## src/rtl/i2c_target_regif.sv

```systemverilog
`default_nettype none
`timescale 1ns/1ps
// ============================================================================
// Module  : i2c_target_regif
// Brief   : I2C target (7-bit address) bridging bus transfers to a simple
//           register-file port with an auto-incrementing register pointer.
// Rev     : 1.0 - initial release
// ============================================================================
module i2c_target_regif #(
    parameter int SYNC_STAGES = 2
) (
    input  logic       clk,
    input  logic       reset_n,
    input  logic       en,
    input  logic [6:0] address,
    input  logic       scl_in,
    input  logic       sda_in,
    output logic       sda_oe,
    output logic [7:0] reg_addr,
    output logic [7:0] reg_wdata,
    output logic       reg_we,
    output logic       reg_re,
    input  logic [7:0] reg_rdata,
    output logic       busy
);

    localparam logic [3:0] ST_IDLE      = 4'd0;
    localparam logic [3:0] ST_ADDR      = 4'd1;
    localparam logic [3:0] ST_ADDR_ACK  = 4'd2;
    localparam logic [3:0] ST_REG       = 4'd3;
    localparam logic [3:0] ST_REG_ACK   = 4'd4;
    localparam logic [3:0] ST_WDATA     = 4'd5;
    localparam logic [3:0] ST_WDATA_ACK = 4'd6;
    localparam logic [3:0] ST_RDATA     = 4'd7;
    localparam logic [3:0] ST_RDATA_ACK = 4'd8;
    localparam logic [3:0] ST_WAIT_STOP = 4'd9;

    logic [SYNC_STAGES-1:0] scl_sync_q, scl_sync_d;
    logic [SYNC_STAGES-1:0] sda_sync_q, sda_sync_d;
    logic                   scl_prev_q, sda_prev_q;
    logic [3:0]             state_q, state_d;
    logic [3:0]             cnt_q, cnt_d;
    logic [7:0]             sr_q, sr_d;
    logic                   rw_q, rw_d;
    logic                   sda_oe_q, sda_oe_d;
    logic                   busy_q, busy_d;
    logic [7:0]             reg_addr_q, reg_addr_d;
    logic [7:0]             reg_wdata_q, reg_wdata_d;
    logic                   reg_we_q, reg_we_d;
    logic                   reg_re_q, reg_re_d;
    logic                   load_q, load_d;
    logic                   inc_q, inc_d;

    logic       scl_s, sda_s;
    logic       scl_rise, scl_fall, start_det, stop_det;
    logic [7:0] rx_byte;
    logic       is_ack_state;

    always_comb begin
        scl_sync_d = {scl_sync_q[SYNC_STAGES-2:0], scl_in};
        sda_sync_d = {sda_sync_q[SYNC_STAGES-2:0], sda_in};
        scl_s      = scl_sync_q[SYNC_STAGES-1];
        sda_s      = sda_sync_q[SYNC_STAGES-1];
        scl_rise   = scl_s & ~scl_prev_q;
        scl_fall   = ~scl_s & scl_prev_q;
        start_det  = scl_s & sda_prev_q & ~sda_s;
        stop_det   = scl_s & ~sda_prev_q & sda_s;
        rx_byte    = {sr_q[6:0], sda_s};
        is_ack_state = (state_q == ST_ADDR_ACK) || (state_q == ST_REG_ACK) ||
                       (state_q == ST_WDATA_ACK);

        state_d     = state_q;
        cnt_d       = cnt_q;
        sr_d        = sr_q;
        rw_d        = rw_q;
        sda_oe_d    = sda_oe_q;
        busy_d      = busy_q;
        reg_addr_d  = reg_addr_q;
        reg_wdata_d = reg_wdata_q;
        reg_we_d    = 1'b0;
        reg_re_d    = 1'b0;
        load_d      = reg_re_q;
        inc_d       = 1'b0;

        // Read data arrives one clk after the strobe; the pointer advances with it.
        if (load_q) begin
            sr_d       = reg_rdata;
            reg_addr_d = reg_addr_q + 8'd1;
        end
        if (inc_q) begin
            reg_addr_d = reg_addr_q + 8'd1;
        end

        if (stop_det) begin
            state_d  = ST_IDLE;
            sda_oe_d = 1'b0;
            busy_d   = 1'b0;
            cnt_d    = 4'd0;
        end else if (start_det) begin
            state_d  = ST_ADDR;
            sda_oe_d = 1'b0;
            cnt_d    = 4'd0;
        end else if (is_ack_state) begin
            if (scl_fall && cnt_q == 4'd8) begin
                sda_oe_d = 1'b1;
            end else if (scl_rise && cnt_q == 4'd8) begin
                cnt_d = 4'd9;
                if (state_q == ST_ADDR_ACK && rw_q) begin
                    reg_re_d = 1'b1;
                end
            end else if (scl_fall && cnt_q == 4'd9) begin
                cnt_d = 4'd0;
                if (state_q == ST_ADDR_ACK && rw_q) begin
                    sda_oe_d = ~sr_q[7];
                    state_d  = ST_RDATA;
                end else begin
                    sda_oe_d = 1'b0;
                    state_d  = (state_q == ST_ADDR_ACK) ? ST_REG : ST_WDATA;
                end
            end
        end else begin
            case (state_q)
                ST_ADDR, ST_REG, ST_WDATA: begin
                    if (scl_rise) begin
                        sr_d  = rx_byte;
                        cnt_d = cnt_q + 4'd1;
                        if (cnt_q == 4'd7) begin
                            if (state_q == ST_ADDR) begin
                                if (sr_q[6:0] == address) begin
                                    state_d = ST_ADDR_ACK;
                                    busy_d  = 1'b1;
                                    rw_d    = sda_s;
                                end else begin
                                    state_d  = ST_WAIT_STOP;
                                    sda_oe_d = 1'b0;
                                    busy_d   = 1'b0;
                                end
                            end else if (state_q == ST_REG) begin
                                reg_addr_d = rx_byte;
                                state_d    = ST_REG_ACK;
                            end else begin
                                reg_we_d    = 1'b1;
                                reg_wdata_d = rx_byte;
                                inc_d       = 1'b1;
                                state_d     = ST_WDATA_ACK;
                            end
                        end
                    end
                end
                ST_RDATA: begin
                    if (scl_rise) begin
                        sr_d  = {sr_q[6:0], 1'b0};
                        cnt_d = cnt_q + 4'd1;
                        if (cnt_q == 4'd7) begin
                            state_d = ST_RDATA_ACK;
                        end
                    end else if (scl_fall) begin
                        sda_oe_d = ~sr_q[7];
                    end
                end
                ST_RDATA_ACK: begin
                    if (scl_fall && cnt_q == 4'd8) begin
                        sda_oe_d = 1'b0;
                    end else if (scl_rise && cnt_q == 4'd8) begin
                        if (!sda_s) begin
                            reg_re_d = 1'b1;
                            cnt_d    = 4'd9;
                        end else begin
                            state_d  = ST_WAIT_STOP;
                            sda_oe_d = 1'b0;
                        end
                    end else if (scl_fall && cnt_q == 4'd9) begin
                        sda_oe_d = ~sr_q[7];
                        cnt_d    = 4'd0;
                        state_d  = ST_RDATA;
                    end
                end
                default: begin
                    state_d = state_q;
                end
            endcase
        end

        // Disabled block looks like reset to the bus but keeps the pointer.
        if (!en) begin
            state_d    = ST_IDLE;
            cnt_d      = 4'd0;
            sda_oe_d   = 1'b0;
            busy_d     = 1'b0;
            reg_we_d   = 1'b0;
            reg_re_d   = 1'b0;
            load_d     = 1'b0;
            inc_d      = 1'b0;
            reg_addr_d = reg_addr_q;
            sr_d       = sr_q;
        end
    end

    always_ff @(posedge clk) begin
        if (!reset_n) begin
            scl_sync_q  <= '1;
            sda_sync_q  <= '1;
            scl_prev_q  <= 1'b1;
            sda_prev_q  <= 1'b1;
            state_q     <= ST_IDLE;
            cnt_q       <= 4'd0;
            sr_q        <= 8'h00;
            rw_q        <= 1'b0;
            sda_oe_q    <= 1'b0;
            busy_q      <= 1'b0;
            reg_addr_q  <= 8'h00;
            reg_wdata_q <= 8'h00;
            reg_we_q    <= 1'b0;
            reg_re_q    <= 1'b0;
            load_q      <= 1'b0;
            inc_q       <= 1'b0;
        end else begin
            scl_sync_q  <= scl_sync_d;
            sda_sync_q  <= sda_sync_d;
            scl_prev_q  <= scl_s;
            sda_prev_q  <= sda_s;
            state_q     <= state_d;
            cnt_q       <= cnt_d;
            sr_q        <= sr_d;
            rw_q        <= rw_d;
            sda_oe_q    <= sda_oe_d;
            busy_q      <= busy_d;
            reg_addr_q  <= reg_addr_d;
            reg_wdata_q <= reg_wdata_d;
            reg_we_q    <= reg_we_d;
            reg_re_q    <= reg_re_d;
            load_q      <= load_d;
            inc_q       <= inc_d;
        end
    end

    assign sda_oe    = sda_oe_q;
    assign busy      = busy_q;
    assign reg_addr  = reg_addr_q;
    assign reg_wdata = reg_wdata_q;
    assign reg_we    = reg_we_q;
    assign reg_re    = reg_re_q;

endmodule
`default_nettype wire

```

## config.mk

```make
export PLATFORM = sky130hd
export DESIGN_NAME = i2c_target_regif
export DESIGN_NICKNAME = d
export VERILOG_FILES = /design/src/rtl/i2c_target_regif.sv
export SDC_FILE = /design/constraint.sdc
export NUM_CORES = 1
export LEC_CHECK = 0
export ABC_AREA = 1
export CORE_AREA = 2 2 128 68
export CTS_BUF_LIST = sky130_fd_sc_hd__clkbuf_8
export CTS_CLUSTER_SIZE = 8
export DETAILED_ROUTE_END_ITERATION = 10
export DIE_AREA = 0 0 130 70
export GPL_TIMING_DRIVEN = 1
export PLACE_DENSITY = 0.55
export SLEW_MARGIN = 20
export SYNTH_ARGS = -nofsm -noshare
export SYNTH_HDL_FRONTEND = slang
export SYNTH_SLANG_ARGS = --single-unit
```

## constraint.sdc

```tcl
create_clock -name clk -period 2.01 [get_ports clk]
set_input_delay 0.3015 -clock clk [delete_from_list [all_inputs] [get_ports clk]]
set_output_delay 0.3015 -clock clk [all_outputs]
set_load 0.02 [all_outputs]
```

==> qor.yml <==
setup_path:
  cp.arrival_ns: 2.02
  cp-end-kind: "flip-flop"
  r2r_cells: 10
  critPathRequiredTime_ns: 2.22
  critPathKind: "reg -> reg"
  cp-start-kind: "flip-flop"
  r2r-end: "state_q[2]$_SDFFE_PP0P_"
  ff2ff_setup_slack_ns: 0.20
  setup.worst_path.start: "cnt_q[0]$_SDFFE_PP0P_"
  timing.rr.start: "cnt_q[0]$_SDFFE_PP0P_"
  crit_end: "state_q[2]$_SDFFE_PP0P_"
  worstPathMaxFanout: 6
grt:
  overflow: 0
  grt_pass1_wl_um: 13200
  grt_usage_pct: 19.0
  grt_max_degree: 18
  antenna_found_initial: 0
  grt_pass1_vias: 2502
floorplan:
  die_w_um: 130
  initial_core_util_pct: 33.3
  core_area_um2: 8200
  dieHeight_um: 70
  std_cell_rows: 24
  num_io_pins: 40
  die-area_um2: 9100
clocking:
  clk-insertion-delay-late_ns: 0.32
  clock_sinks: 44
  cts_buffers: 5
  cts_tree: "yes"
  clkSlewWorstSetupHoldPaths_ns: 0.10
  htree_num_levels: 2
  clockBufferDepth: 2
  cts-root-buf: "clkbuf_8"
  cts_setup_buffers: 0
flow_run:
  drv_cap: 0
worst_hold_path:
  hp-class: "reg -> reg"
placement:
  gp_congestion: 0.964
  dpl.cell_count: 570
  dp_hpwl_um: 6300
  portBuffers: 39
timing:
  rsz0062_at_grt: "no"
  maxSlewHeadroom_pct: 61.5
  drv_slew: 0
  final.period_utilization_pct: 90.0
  fin_crit_ns: 1.81
  tns_ns: 0
  fmax_mhz: 553
  setup-violations-final: 0
  hold_viol_final: 0
  worstMarginPinSlew_ns: 0.576
  clock_skew_ns: 0.00969
finish:
  num_antenna_cells: 0
  final_cells: 578
  most-common-layout-cells: "nand2_1, inv_1, dfxtp_1"
  area_growth_pct: 24.8
  drive_gt1_share_pct: 12.8
  num-nets-final: 484
  final_common_cell: "nand2_1"
  final_util_pct: 41.5
logic_synthesis:
  netlist.area_leader.share_pct: 32.3
  syn_area_um2: 2730
  yosysWarnings: 0
  ys_seq_area_share_pct: 32.3
  ys_seq_elements: 44
  synth_cells: 415
  yosys-top-cells-area: "dfxtp_1, nand2_1, inv_1"
  synthDistinctLibCells: 37
  synth_top_cell_by_area: "dfxtp_1"
  syn_nets: 439
  postSynthAreaPerCell_um2: 6.57
detailed_routing:
  routed_via_density: 4.85
  ant_nets: 0
  routed-via-count: 2803
  drc_errors: 0
  drtIter0Drc: 227
  dr.pass1.iters: 4
  wl_per_cell_um: 13.9
  wirelength_um: 8060
pwr:
  p_leak_nw: 1.40
  ir_worst_vdd_uv: 226
  power.density_nw_per_um2: 554
status:
  run_status: "finished, final reports clean"
==> per-layer routing <==
metal / GRT usage [%] / up-vias / part of all wire, %
met4: 3.94 / 0 / 0.78
met2: 21.9 / 109 / 34
met3: 5.36 / 7 / 8.2
li1: - / 1420 / -
met1: 32.4 / 1267 / 57
met5: 0 / - / 0
==> what timing repair did <==
item / in CTS / in global routing
endpoints found under the setup margin: 0 / 1
hold buffers: 0 / 0
gates resized for setup: 0 / 2
==> cells in the mapped netlist, drive strengths merged <==
cell and n:
a211oi 1, a21oi 40, a22oi 1, a31oi 1, buf 4, clkbuf 6, clkinv 1, dfxtp 44
ha 4, inv 57, nand2 120, nand3 36, nand4 5, nor2 46, nor3 5, nor4 1
o211ai 8, o21ai 20, o31ai 1, or2 5, xnor2 6, xor2 3
==> flip-flops by register name, summed over array words and instances, names as in the netlist <==
signal,count
busy,1
scl_sync_q,2
reg_addr,8
reg_wdata,8
scl_prev_q,1
reg_re,1
inc_q,1
rw_q,1
cnt_q,4
load_q,1
sda_oe,1
sda_sync_q,2
state_q,4
sda_prev_q,1
sr_q,8
==> per-stage QoR <==
stage / power (mW) / area [µm²] / hold WS [ns] / worst slack [ns]
floorplan: 1.07 / 2730 / 0.393 / 0.528
global placement: 1.16 / 3280 / 0.400 / 0.206
detailed placement: 1.16 / 3280 / 0.403 / 0.231
CTS: 1.89 / 3390 / 0.425 / 0.228
global route: 1.98 / 3400 / 0.448 / 0.0125
finish: 1.88 / 3400 / 0.423 / 0.201
==> power breakdown <==
part           internal [mW]  total (mW)  switching [mW]
logic                 0.0989       0.256           0.157
clock network          0.375       0.733           0.358
registers              0.881       0.893          0.0119
==> final cells by class <==
cell class	instances	area (µm²)
clock buffer	5	68.8
clock inverter	3	47.5
fill	878	4800
inverter	58	228
multi-input combinational	303	1570
sequential	44	881
tap	117	146
timing repair buffer	48	458
==> critical path: stages, from the launching register on <==
cell and delay [ns]:
dfxtp_1 0.43, inv_1 0.09, ha_1 0.20, nand3_1 0.13
nor2_1 0.09, nand2_1 0.12, nand3_1 0.13, nor2_1 0.14
nand2_2 0.14, o21ai_0 0.20, a21oi_1 0.06
==> logic make-up (layout without fill, tap and decap cells) <==
group,count (synthesis),after routing,share of synthesized area (%)
compound gates,72,72,15.4
xor+xnor,9,9,2.89
fa+ha+maj,4,4,1.84
buf+inv,68,114,10.3
flops,44,44,32.3
simple gates,218,218,37.3
==> worst min-delay path by stage <==
stage	from	to	slack [ns]	cells past startpoint
global route	scl_sync_q[0]$_SDFF_PN1_	scl_sync_q[1]$_SDFF_PN1_	0.45	1
finish	sda_sync_q[0]$_SDFF_PN1_	sda_sync_q[1]$_SDFF_PN1_	0.42	1
global placement	scl_sync_q[0]$_SDFF_PN1_	scl_sync_q[1]$_SDFF_PN1_	0.40	1
detailed placement	scl_sync_q[0]$_SDFF_PN1_	scl_sync_q[1]$_SDFF_PN1_	0.40	1
CTS	scl_sync_q[0]$_SDFF_PN1_	scl_sync_q[1]$_SDFF_PN1_	0.42	1
floorplan	scl_sync_q[0]$_SDFF_PN1_	scl_sync_q[1]$_SDFF_PN1_	0.39	1
Power figures use the tool's default switching activity.
